--- src/rtl/feature_pkg.sv ---
// Shared constants and state encoding for the feature-extraction frame sequencer.
//   FRAME_LEN : stored samples per frame (25 ms at 16 kHz)
//   NFFT      : FFT length, power of two; frames are zero-padded up to it
//   IDX_W     : width of a point index, log2(NFFT)
//   CNT_W     : width of the frame / overrun statistics counters
//   NBINS     : power bins returned per frame (NFFT/2+1)
package feature_pkg;

   localparam int FRAME_LEN = 400;
   localparam int NFFT      = 512;
   localparam int IDX_W     = 9;
   localparam int CNT_W     = 16;
   localparam int NBINS     = NFFT/2 + 1;
   localparam int BIN_W     = $clog2(NBINS);

   typedef enum logic [1:0] {
      IDLE     = 2'd0,
      ISSUE    = 2'd1,
      WAIT_FFT = 2'd2
   } seq_state_t;

endpackage

--- src/rtl/sat_counter.sv ---
// Saturating up-counter: increments on inc, sticks at all-ones.
//   clk, rst : clock and asynchronous active-high reset
//   inc      : increment request
//   count    : current value
module sat_counter #(
   parameter int W = 16
) (
   input  logic         clk,
   input  logic         rst,
   input  logic         inc,
   output logic [W-1:0] count
);

   logic [W-1:0] count_r;

   always_ff @(posedge clk or posedge rst) begin
      if (rst) begin
         count_r <= '0;
      end else if (inc && (count_r != '1)) begin
         count_r <= count_r + 1'b1;
      end
   end

   assign count = count_r;

endmodule

--- src/rtl/feature_frame_sequencer.sv ---
// Frame sequencer: streams one stored frame from the ping-pong buffer into the
// window / power-spectrum chain, zero-pads it to NFFT points, then waits for
// all NBINS power bins before accepting the next frame.
//   clk, rst        : fast clock, asynchronous active-high reset
//   frame_ready     : pulse, a full frame sits in bank frame_bank
//   fft_s_tready    : downstream takes the point issued this cycle
//   pow_tvalid      : one power bin returned this cycle
//   buf_rd_en/addr  : frame-buffer read strobe and {bank, index} address
//   sample_*        : point stream, one cycle behind the read (matches RAM latency)
//   pad_zero        : point lies beyond FRAME_LEN, downstream feeds 0.0
//   frame_done      : pulse after the last bin of a frame
//   busy            : not idle
//   frame_cnt       : frames completed (saturating)
//   overrun_cnt     : frames dropped because one was in flight (saturating)
//
// state    | meaning
// ---------+-----------------------------------------------------------
// IDLE     | waiting for frame_ready
// ISSUE    | issuing points 0..NFFT-1, one per cycle with fft_s_tready
// WAIT_FFT | counting returned power bins until NBINS have arrived
module feature_frame_sequencer
   import feature_pkg::*;
(
   input  logic             clk,
   input  logic             rst,
   input  logic             frame_ready,
   input  logic             frame_bank,
   input  logic             fft_s_tready,
   input  logic             pow_tvalid,
   output logic             buf_rd_en,
   output logic [IDX_W:0]   buf_rd_addr,
   output logic             pad_zero,
   output logic             sample_tvalid,
   output logic [IDX_W-1:0] sample_idx,
   output logic             sample_tlast,
   output logic             frame_done,
   output logic             busy,
   output logic [CNT_W-1:0] frame_cnt,
   output logic [CNT_W-1:0] overrun_cnt
);

   // One extra bit so the compare also holds when FRAME_LEN equals NFFT.
   localparam logic [IDX_W:0]   FRAME_LEN_X = (IDX_W+1)'(FRAME_LEN);
   localparam logic [IDX_W-1:0] LAST_IDX    = IDX_W'(NFFT-1);
   localparam logic [BIN_W-1:0] LAST_BIN    = BIN_W'(NBINS-1);

   seq_state_t       state;
   logic             bank_r;
   logic [IDX_W-1:0] idx;
   logic [BIN_W-1:0] bin_cnt;

   logic issue;
   logic in_frame;
   logic last_point;
   logic bins_done;
   logic overrun_hit;

   assign issue       = (state == ISSUE) && fft_s_tready;
   assign in_frame    = ({1'b0, idx} < FRAME_LEN_X);
   assign last_point  = (idx == LAST_IDX);
   assign bins_done   = (state == WAIT_FFT) && pow_tvalid && (bin_cnt == LAST_BIN);
   assign overrun_hit = frame_ready && (state != IDLE);

   // The read strobe is tied to the issue cycle so the RAM data lines up with
   // the registered sample_* outputs one cycle later.
   assign buf_rd_en   = issue && in_frame;
   assign buf_rd_addr = buf_rd_en ? {bank_r, idx} : '0;
   assign busy        = (state != IDLE);

   always_ff @(posedge clk or posedge rst) begin
      if (rst) begin
         state         <= IDLE;
         bank_r        <= 1'b0;
         idx           <= '0;
         bin_cnt       <= '0;
         sample_tvalid <= 1'b0;
         sample_idx    <= '0;
         pad_zero      <= 1'b0;
         sample_tlast  <= 1'b0;
         frame_done    <= 1'b0;
      end else begin
         sample_tvalid <= issue;
         sample_idx    <= issue ? idx : '0;
         pad_zero      <= issue && !in_frame;
         sample_tlast  <= issue && last_point;
         frame_done    <= bins_done;

         case (state)
            IDLE: begin
               if (frame_ready) begin
                  bank_r <= frame_bank;
                  idx    <= '0;
                  state  <= ISSUE;
               end
            end
            ISSUE: begin
               if (fft_s_tready) begin
                  if (last_point) begin
                     bin_cnt <= '0;
                     state   <= WAIT_FFT;
                  end else begin
                     idx <= idx + 1'b1;
                  end
               end
            end
            WAIT_FFT: begin
               if (pow_tvalid) begin
                  if (bin_cnt == LAST_BIN) begin
                     state <= IDLE;
                  end else begin
                     bin_cnt <= bin_cnt + 1'b1;
                  end
               end
            end
            default: state <= IDLE;
         endcase
      end
   end

   sat_counter #(.W(CNT_W)) u_frame_cnt (
      .clk   (clk),
      .rst   (rst),
      .inc   (bins_done),
      .count (frame_cnt)
   );

   sat_counter #(.W(CNT_W)) u_overrun_cnt (
      .clk   (clk),
      .rst   (rst),
      .inc   (overrun_hit),
      .count (overrun_cnt)
   );

endmodule

--- config.mk ---
export PLATFORM = sky130hd
export DESIGN_NAME = feature_frame_sequencer
export DESIGN_NICKNAME = d
export VERILOG_FILES = /design/src/rtl/feature_pkg.sv /design/src/rtl/sat_counter.sv /design/src/rtl/feature_frame_sequencer.sv
export SDC_FILE = /design/constraint.sdc
export NUM_CORES = 1
export LEC_CHECK = 0
export CAP_MARGIN = 20
export CORE_MARGIN = 2
export CORE_UTILIZATION = 46
export DETAILED_ROUTE_END_ITERATION = 10
export PLACE_DENSITY = 0.76
export SLEW_MARGIN = 20
export SYNTH_ARGS = -nofsm -noshare
export SYNTH_HDL_FRONTEND = slang
export SYNTH_SLANG_ARGS = --single-unit
--- constraint.sdc ---
create_clock -name clk -period 2.05 [get_ports clk]
set_input_delay 0.41 -clock clk [delete_from_list [all_inputs] [get_ports clk]]
set_output_delay 0.41 -clock clk [all_outputs]
set_load 0.03 [all_outputs]
# Word level (Yosys, flattened, before mapping)
# Index checks and enable logic that the tools add are counted.
[word_totals] regBits=66 input_bits=6 out_inout_bits=57 wordCells=64
[op_classes] addsub=4 order_cmp=1 n_eq_ne=13 n_mux=17 n_reduce_logical=18
[op_table] cell="2-to-1 mux 9 bit" n=8
[op_table] cell="one-hot mux 9 bit (2 select lines)" n=2
[op_table] cell="adder 16 x 1 -> 16 bit, second input constant" n=2
[op_table] cell="inequality test 16 bit, second input constant" n=2
[op_table] cell="adder 9 x 1 -> 9 bit, second input constant" n=2
[op_table] cell="== test 9 bit, second input constant" n=2
[op_table] cell="inequality test 2 bit, second input constant" n=6
[op_table] cell="2-to-1 mux 10 bit" n=1
[op_table] cell="2-to-1 mux 2 bit" n=5
[op_table] cell="AND reduction 5 bit" n=2
[op_table] cell="logical AND 1 bit" n=9
[op_table] cell="< comparator 9 bit, second input constant" n=1
[op_table] cell="one-hot mux 2 bit (3 select lines)" n=1
[op_table] cell="nonzero test 2 bit" n=3
[op_table] cell="AND reduction 4 bit" n=1
[op_table] cell="== test 2 x 1 -> 1 bit, second input constant" n=1
[op_table] cell="== test 2 bit, second input constant" n=1
[op_table] cell="logical NOT 2 bit" n=1
[op_table] cell="inequality test 2 x 1 -> 1 bit, second input constant" n=1
[op_table] cell="AND reduction 2 bit" n=1
[op_table] cell="logical NOT 1 bit" n=1

# Depth between registers and ports, before layout
# Gate-level depths: netlist of the first run.
[logic_depth] ltp_word=4 depth_mapped=9 ltp_nobuf=9

# By module
# From an unflattened synthesis of the first run, not the netlist that was laid out.
[hier_totals] cells_unflattened=313 hier_area_um2=3337.0
[by_module_without_submodules] mod="feature_frame_sequencer" instances=1 cells_per_inst=171 area_per_inst_um2=1725.4 seq_area_each_um2=850.8
[by_module_without_submodules] mod="sat_counter" instances=2 cells_per_inst=71 area_per_inst_um2=805.8 seq_area_each_um2=400.4

# Worst setup path before layout of the first run
# OpenSTA, ideal clock, no wires.
[synth_path] kind="register -> output" startpoint="register idx[4]" endpoint="output port buf_rd_addr[0]" arrival_ps=1943 required_ps=1640 path_slack_ps=-303 path_stages_with_launch=4 path_buffers=0 path_cell_list="dfrtp_1 > or3_1 > a31oi_1 > and2_1"
[synth_between] elab_chain_len=3
[synth_rtl] item="start: declaration" line="feature_frame_sequencer.sv:49" text="logic [IDX_W-1:0] idx;"
[synth_rtl] item="start signal: assignment" line="feature_frame_sequencer.sv:102" text="idx <= idx + 1'b1;"
[synth_rtl] item="< comparator 9 bit" line="feature_frame_sequencer.sv:59" text="assign in_frame = ({1'b0, idx} < FRAME_LEN_X);"
[synth_rtl] item="logical AND 1 bit" line="feature_frame_sequencer.sv:66" text="assign buf_rd_en = issue && in_frame;"
[synth_rtl] item="named net buf_rd_en" line="feature_frame_sequencer.sv:30" text="output logic buf_rd_en,"
[synth_rtl] item="2-to-1 mux 10 bit" line="feature_frame_sequencer.sv:67" text="assign buf_rd_addr = buf_rd_en ? {bank_r, idx} : '0;"
[synth_rtl] item="end: declaration" line="feature_frame_sequencer.sv:31" text="output logic [IDX_W:0] buf_rd_addr,"
# The timed path passes the listed nets, and every way through them passes these cells.

# Final worst setup path of the first run
[layout_path] startpoint="register state[1]" endpoint="output port buf_rd_addr[6]"
[layout_between] elab_chain_len=4
[layout_rtl] item="start: declaration" line="feature_frame_sequencer.sv:47" text="seq_state_t state;"
[layout_rtl] item="start signal: assignment" line="feature_frame_sequencer.sv:72" text="state <= IDLE;"
[layout_rtl] item="start signal: assignment" line="feature_frame_sequencer.sv:93" text="state <= ISSUE;"
[layout_rtl] item="start signal: assignment" line="feature_frame_sequencer.sv:100" text="state <= WAIT_FFT;"
[layout_rtl] item="== test 2 x 1 -> 1 bit" line="feature_frame_sequencer.sv:58" text="assign issue = (state == ISSUE) && fft_s_tready;"
[layout_rtl] item="logical AND 1 bit" line="feature_frame_sequencer.sv:58"
[layout_rtl] item="logical AND 1 bit" line="feature_frame_sequencer.sv:66"
[layout_rtl] item="2-to-1 mux 10 bit" line="feature_frame_sequencer.sv:67"
# Every way passes these cells.

==> results of run 1 <==
## synth_stat cells (3+ instances only)
cell,count
and2_1,18
nand4_1,16
nand3b_1,3
and3_2,3
a31oi_1,3
ha_1,6
o31ai_1,3
and3_1,4
nand2b_1,5
inv_1,11
nor2_1,25
nand2_1,22
nor3_1,3
dfrtp_1,66
nand3_1,17
xnor2_1,26
o21ai_0,13
mux2_2,5
xor2_1,9
## registers in the layout, indices dropped and copies added (netlist names), 2 cells and up
register             flops
bin_cnt                  9
idx                      9
sample_idx               9
state                    2
u_frame_cnt.count       16
u_overrun_cnt.count     16
## logic make-up after synthesis
family | share of synthesized area (%)
AOI/OAI and AO/OA | 6.43
xor gates and xnor gates | 9.85
adders and majority gates | 2.41
buffers and inverters | 2.09
DFF | 53.1
muxes | 2.13
and+or+nand+nor | 24.0
## cell usage in the layout, fill, tap and decap left out, drive strengths merged, types with 6 or more instances in the layout
cell type      instances
dfrtp                 66
buf                   53
clkdlybuf4s50         48
xnor2                 26
nor2                  25
nand2                 22
and2                  19
nand3                 17
nand4                 16
o21ai                 13
clkbuf                10
inv                   10
xor2                   9
and3                   7
ha                     6
a31oi                  6
## worst max-delay path by stage
stage | endpoint | slack, ps | depth (start not counted)
floorplan | buf_rd_addr[4] | 20 | 4
global placement | buf_rd_addr[4] | -60 | 6
detailed placement | buf_rd_addr[4] | -90 | 6
CTS | buf_rd_addr[1] | -90 | 4
global route | buf_rd_addr[0] | -190 | 5
finish | buf_rd_addr[6] | -120 | 5
## final cells by class
cell class | instances | share of cell area (%)
repair buffers | 104 | 21.5
inverters | 11 | 0.993
well taps | 77 | 2.12
flip-flops and latches | 66 | 36.5
clock inverters | 6 | 3.03
multi-input cells | 207 | 32.9
clock buffers | 10 | 3.03
## critical path, stage by stage, from the launching register on
cell and delay (ps):
dfrtp_2 410, nand3b_1 250, buf_4 200, a31oi_4 240, and2_4 190, buf_6 120
## metal layers
metal	wire length [um]	share of wire (%)	up-vias	track usage (%)
met4	180	2.5	0	9.09
met5	0	0	-	0
li1	-	-	1224	-
met3	281	3.9	15	3.14
met2	3600	50	79	34.2
met1	3170	44	1247	27.3
## report_power, final
group          total (W)  internal [W]  switching (W)
Sequential       0.00159       0.00145       0.000140
Combinational    0.00125      0.000586       0.000666
Clock            0.00149      0.000968       0.000518
Total            0.00433       0.00301        0.00132
## repair_timing
| action | in CTS | in global routing |
|---|---|---|
| gates cloned | 1 | 0 |
| pin swaps | 3 | 15 |
| resized for setup | 18 | 27 |
| setup endpoints to repair | 12 | 30 |
| endpoints found under the hold margin | 0 | 0 |
| setup buffers | 6 | 8 |
| hold buffers | 0 | 0 |
## through the flow
| step | area [um^2] | setup WS [ps] |
|---|---|---|
| 6_report | 4540 | -115 |
| 5_1_grt | 4540 | -190 |
| 4_1_cts | 4410 | -94.7 |
| 3_5_place_dp | 4020 | -93.3 |
| 3_3_place_gp | 4020 | -56.7 |
| 2_1_floorplan | 3130 | 24.6 |
==> flow_metrics.py, run 1 <==
metrics = {
    "cts": {
        "clockBufferDepth": 2,
        "h-tree-depth": 3,
        "clkLatencyLatePin_ps": 350,
        "clock-root-buffer": "clkbuf_8",
        "cts_sinks": 66,
        "clk_pin_slew_ps": 80,
        "cts_tree": "yes",
        "cts_buffers": 9,
    },
    "power_and_ir_drop": {
        "p_total_w": 0.00433,
        "irDropWorstVdd_v": 0.000815,
        "p_leak_nw": 2.07,
        "p_per_area_nw_per_um2": 956,
    },
    "run_status": {
        "violations": "setup timing",
        "status": "finished with violations",
    },
    "sta": {
        "slew_viol_final": 0,
        "fin_skew_ps": 14.0,
        "whs_ps": 494,
        "rsz0062_at_grt": "true",
        "setup_slack_ps": -115,
        "max_freq_mhz": 462,
        "setup_viol": 11,
        "relSlewSlack_pct": 72.6,
        "period_needed_ps": 2170,
        "final-hold-violation-count": 0,
        "tightest_slew_ps": 410,
        "setup_tns_ps": -1040,
        "finalCritPeriodShare_pct": 106,
    },
    "synth": {
        "synth_edf_count": 0,
        "yosysUniqueCellTypes": 43,
        "yosysTopAreaCell": "dfrtp_1",
        "synth_ff_type": "dfrtp_1",
        "avgSynthCellArea_um2": 10.8,
        "synthArstFlopShare_pct": 100,
        "yosys-top-cells-area": "dfrtp_1 53%, xnor2_1 7.3%, and2_1 3.6%",
        "syn_area_um2": 3110,
        "synth_nets": 299,
        "ys_seq_area_share_pct": 53.1,
        "ys_ff_latch": 66,
        "yosys_warnings": 0,
        "synth_cells": 287,
        "synth_top_area_share_pct": 53.1,
    },
    "setup_path": {
        "r2r-start": "idx[4]",
        "required_ps": 1640,
        "reg2regPathDepth": 10,
        "reg2reg_slack_ps": 20,
        "path_class": "reg -> out",
        "crit_arrival_ps": 1760,
        "cp-end-kind": "primary output",
        "critPathMaxFanout": 5,
        "rr_endpoint": "idx[7]",
        "crit_start": "state[1]",
        "startpoint_type": "flip-flop",
    },
    "place": {
        "io_buffers": 62,
        "place_inst": 450,
        "dp_hpwl_um": 4700,
        "gp_congestion": 0.804,
    },
    "floorplan": {
        "rows": 29,
        "design.core.area_um2": 6460,
        "io_pins": 63,
        "die_w_um": 86.3,
        "initial_core_util_pct": 48.2,
        "die-area_um2": 7440,
        "die_h_um": 86.3,
    },
    "route": {
        "wire_per_inst_um": 15.0,
        "drtIter0Drc": 88,
        "drcViolationCount": 0,
        "ant_nets": 0,
        "totalWireLength_um": 7230,
        "vias_per_cell": 5.33,
        "num_vias": 2565,
        "first_pass_iters": 4,
    },
    "global_route": {
        "grt.overflow.total": 0,
        "antenna_found_initial": 0,
        "grt_pass1_vias": 2514,
        "grt_max_degree": 67,
        "grtUsageTotal_pct": 20.7,
        "grt_pass1_wl_um": 12100,
    },
    "job": {
        "max_cap_viol_count": 0,
    },
    "final_layout": {
        "multiInputGateArea_um2": 1490,
        "fillCellCount": 474,
        "nets": 411,
        "drive_gt1_share_pct": 27.5,
        "final_core_util_pct": 70.2,
        "final_cells": 481,
        "syn2layout_area_growth_pct": 45.7,
        "num_antenna_cells": 0,
        "final-seq-area_um2": 1650,
    },
    "hold_path": {
        "hp-class": "in -> async",
    },
}
(Power assumes the default switching activity.)
==> run 2: changes to the inputs <==
--- a/config.mk
+++ b/config.mk
@@ -5,7 +5,7 @@
 export SDC_FILE = /design/constraint.sdc
 export NUM_CORES = 1
 export LEC_CHECK = 0
-export CAP_MARGIN = 20
+export CAP_MARGIN = 0
 export CORE_MARGIN = 2
 export CORE_UTILIZATION = 46
 export DETAILED_ROUTE_END_ITERATION = 10
==> results of run 2 <==
The final DEF is identical to that of run 1; final timing and power are the same.
==> run 3: changes to the inputs <==
--- a/config.mk
+++ b/config.mk
@@ -9,6 +9,7 @@
 export CORE_MARGIN = 2
 export CORE_UTILIZATION = 46
 export DETAILED_ROUTE_END_ITERATION = 10
+export GPL_TIMING_DRIVEN = 0
 export PLACE_DENSITY = 0.76
 export SLEW_MARGIN = 20
 export SYNTH_ARGS = -nofsm -noshare
==> run 3 against run 2 <==
Compared with the run above: the run still ends with setup timing left; core utilization fell by 2.8 points; maximum frequency shrank 2.7%; cell count decreased by 4.2%; non-clock buffer count shrank 20; global-route usage is 1.6 points lower; total power decreased by 8.4%; sequential share of layout area rose by 1.6 points; worst setup slack worse by 61 ps; first-iteration DRC count is 30% higher.
==> flow_metrics.py, run 3 (synthesis results as in run 1) <==
metrics = {
    "route": {
        "vias_per_cell": 5.36,
        "first_pass_iters": 4,
        "ant_nets": 0,
        "wire_per_inst_um": 14.8,
        "num_vias": 2472,
        "drcViolationCount": 0,
        "drtIter0Drc": 114,
        "totalWireLength_um": 6820,
    },
    "sta": {
        "slew_viol_final": 0,
        "fin_skew_ps": 9.19,
        "setup_slack_ps": -176,
        "relSlewSlack_pct": 56.1,
        "period_needed_ps": 2230,
        "finalCritPeriodShare_pct": 109,
        "tightest_slew_ps": 651,
        "rsz0062_at_grt": "true",
        "setup_viol": 10,
        "final-hold-violation-count": 0,
        "whs_ps": 431,
        "max_freq_mhz": 449,
    },
    "setup_path": {
        "r2r-start": "idx[5]",
        "crit_arrival_ps": 1820,
        "startpoint_type": "flip-flop",
        "crit_start": "idx[5]",
        "required_ps": 1640,
        "path_class": "reg -> out",
        "cp-end-kind": "primary output",
        "cp_common_cell": "buf_6",
        "critPathMaxFanout": 5,
        "critical-path-slowest-cell": "or3_4",
        "crit_path_max_incr_delay_ps": 440,
        "crit_chain": "or3_4 > a31oi_4 > buf_6 > and2_4 > buf_6",
    },
    "final_layout": {
        "nets": 391,
        "final_cells": 461,
        "final_cell_mix": "62 x dfrtp_1, 49 x clkdlybuf4s50_1, 26 x xnor2_1",
        "num_antenna_cells": 0,
        "fillCellCount": 478,
        "syn2layout_area_growth_pct": 39.8,
        "layout_commonest_cell": "dfrtp_1",
        "drive_gt1_share_pct": 22.7,
    },
    "floorplan": {
        "design.core.area_um2": 6460,
        "rows": 29,
        "initial_core_util_pct": 48.2,
        "die-area_um2": 7440,
        "io_pins": 63,
        "die_h_um": 86.3,
        "die_w_um": 86.3,
    },
    "power_and_ir_drop": {
        "p_per_area_nw_per_um2": 912,
        "p_leak_nw": 1.95,
        "irDropWorstVdd_v": 0.000630,
    },
    "place": {
        "pre_cts_ws_ps": -704,
        "io_buffers": 62,
        "gp_congestion": 0.810,
        "place_inst": 428,
        "dp_hpwl_um": 4530,
    },
    "global_route": {
        "grt_pass1_wl_um": 11100,
        "grtUsageTotal_pct": 19.1,
        "grt_max_degree": 30,
        "antenna_found_initial": 0,
        "grt.overflow.total": 0,
        "grt_pass1_vias": 2360,
    },
    "cts": {
        "cts_tree": "yes",
        "clock-root-buffer": "clkbuf_8",
        "h-tree-depth": 3,
        "cts_hold_buf": 0,
        "clockBufferDepth": 2,
        "clkLatencyLatePin_ps": 330,
        "clk_pin_slew_ps": 70,
        "cts_buffers": 9,
        "cts_sinks": 66,
    },
    "hold_path": {
        "hp-class": "in -> async",
    },
    "run_status": {
        "violations": "setup timing",
        "status": "finished with violations",
    },
    "job": {
        "max_cap_viol_count": 0,
    },
}
## run 3: final timing paths
kind | slack (ps) | cells past startpoint | end
min in group clk | 490 | 1 | bin_cnt[8]
min reg2reg | 490 | 1 | bin_cnt[8]
max | -180 | 5 | buf_rd_addr[0]
max reg2reg | 40 | 9 | idx[0]
min | 430 | 2 | u_overrun_cnt.count[3]
max in group asynchronous | 1120 | 3 | state[1]
## run 3: stage by stage
step                total power (W)  util (%)  cell area [um^2]  TNS, ps
CTS                         0.00395      65.6              4240    -1360
global route                0.00416      67.4              4350    -1770
global placement            0.00259      59.6              3850    -8110
detailed placement          0.00262      60.3              3900    -8710
finish                      0.00397      67.4              4350    -1080
floorplan                   0.00224         -              3130        0
## run 3: power breakdown
| part | switching [W] | total, W | internal, W |
|---|---|---|---|
| Sequential | 0.000181 | 0.00164 | 0.00146 |
| Clock | 0.000492 | 0.00124 | 0.000752 |
| Combinational | 0.000583 | 0.00108 | 0.000500 |
| Total | 0.00126 | 0.00397 | 0.00271 |
## run 3: layer usage
| metal | routed length (um) | global-route usage [%] |
|---|---|---|
| met5 | 0 | 0 |
| met1 | 3070 | 24.7 |
| met2 | 3400 | 30.6 |
| met4 | 138 | 7.53 |
| met3 | 211 | 5.43 |
## run 3: worst max-delay path: cells and delay by family, from the launching register on
kind,cells,cell delay [ps]
buffers and inverters,2,260
AO/OA/AOI/OAI,1,270
AND/OR/NAND/NOR,2,570
flip-flops,1,380
## run 3: final cells by class
cell class	instances	area, um^2	area share [%]
Sequential cell	66	1660	38.1
Multi-Input combinational cell	207	1490	34.3
Timing Repair Buffer	80	807	18.5
Clock buffer	12	155	3.57
Tap cell	77	96.3	2.21
Clock inverter	4	73.8	1.70
Inverter	11	45.0	1.04
Buffer	4	23.8	0.546
## run 3: what timing repair did
action	in CTS	in global routing
pin swaps	5	10
endpoints found under the hold margin	0	0
cloned	1	0
gates resized for setup	87	22
setup endpoints to repair	15	33
buffers inserted	8	8
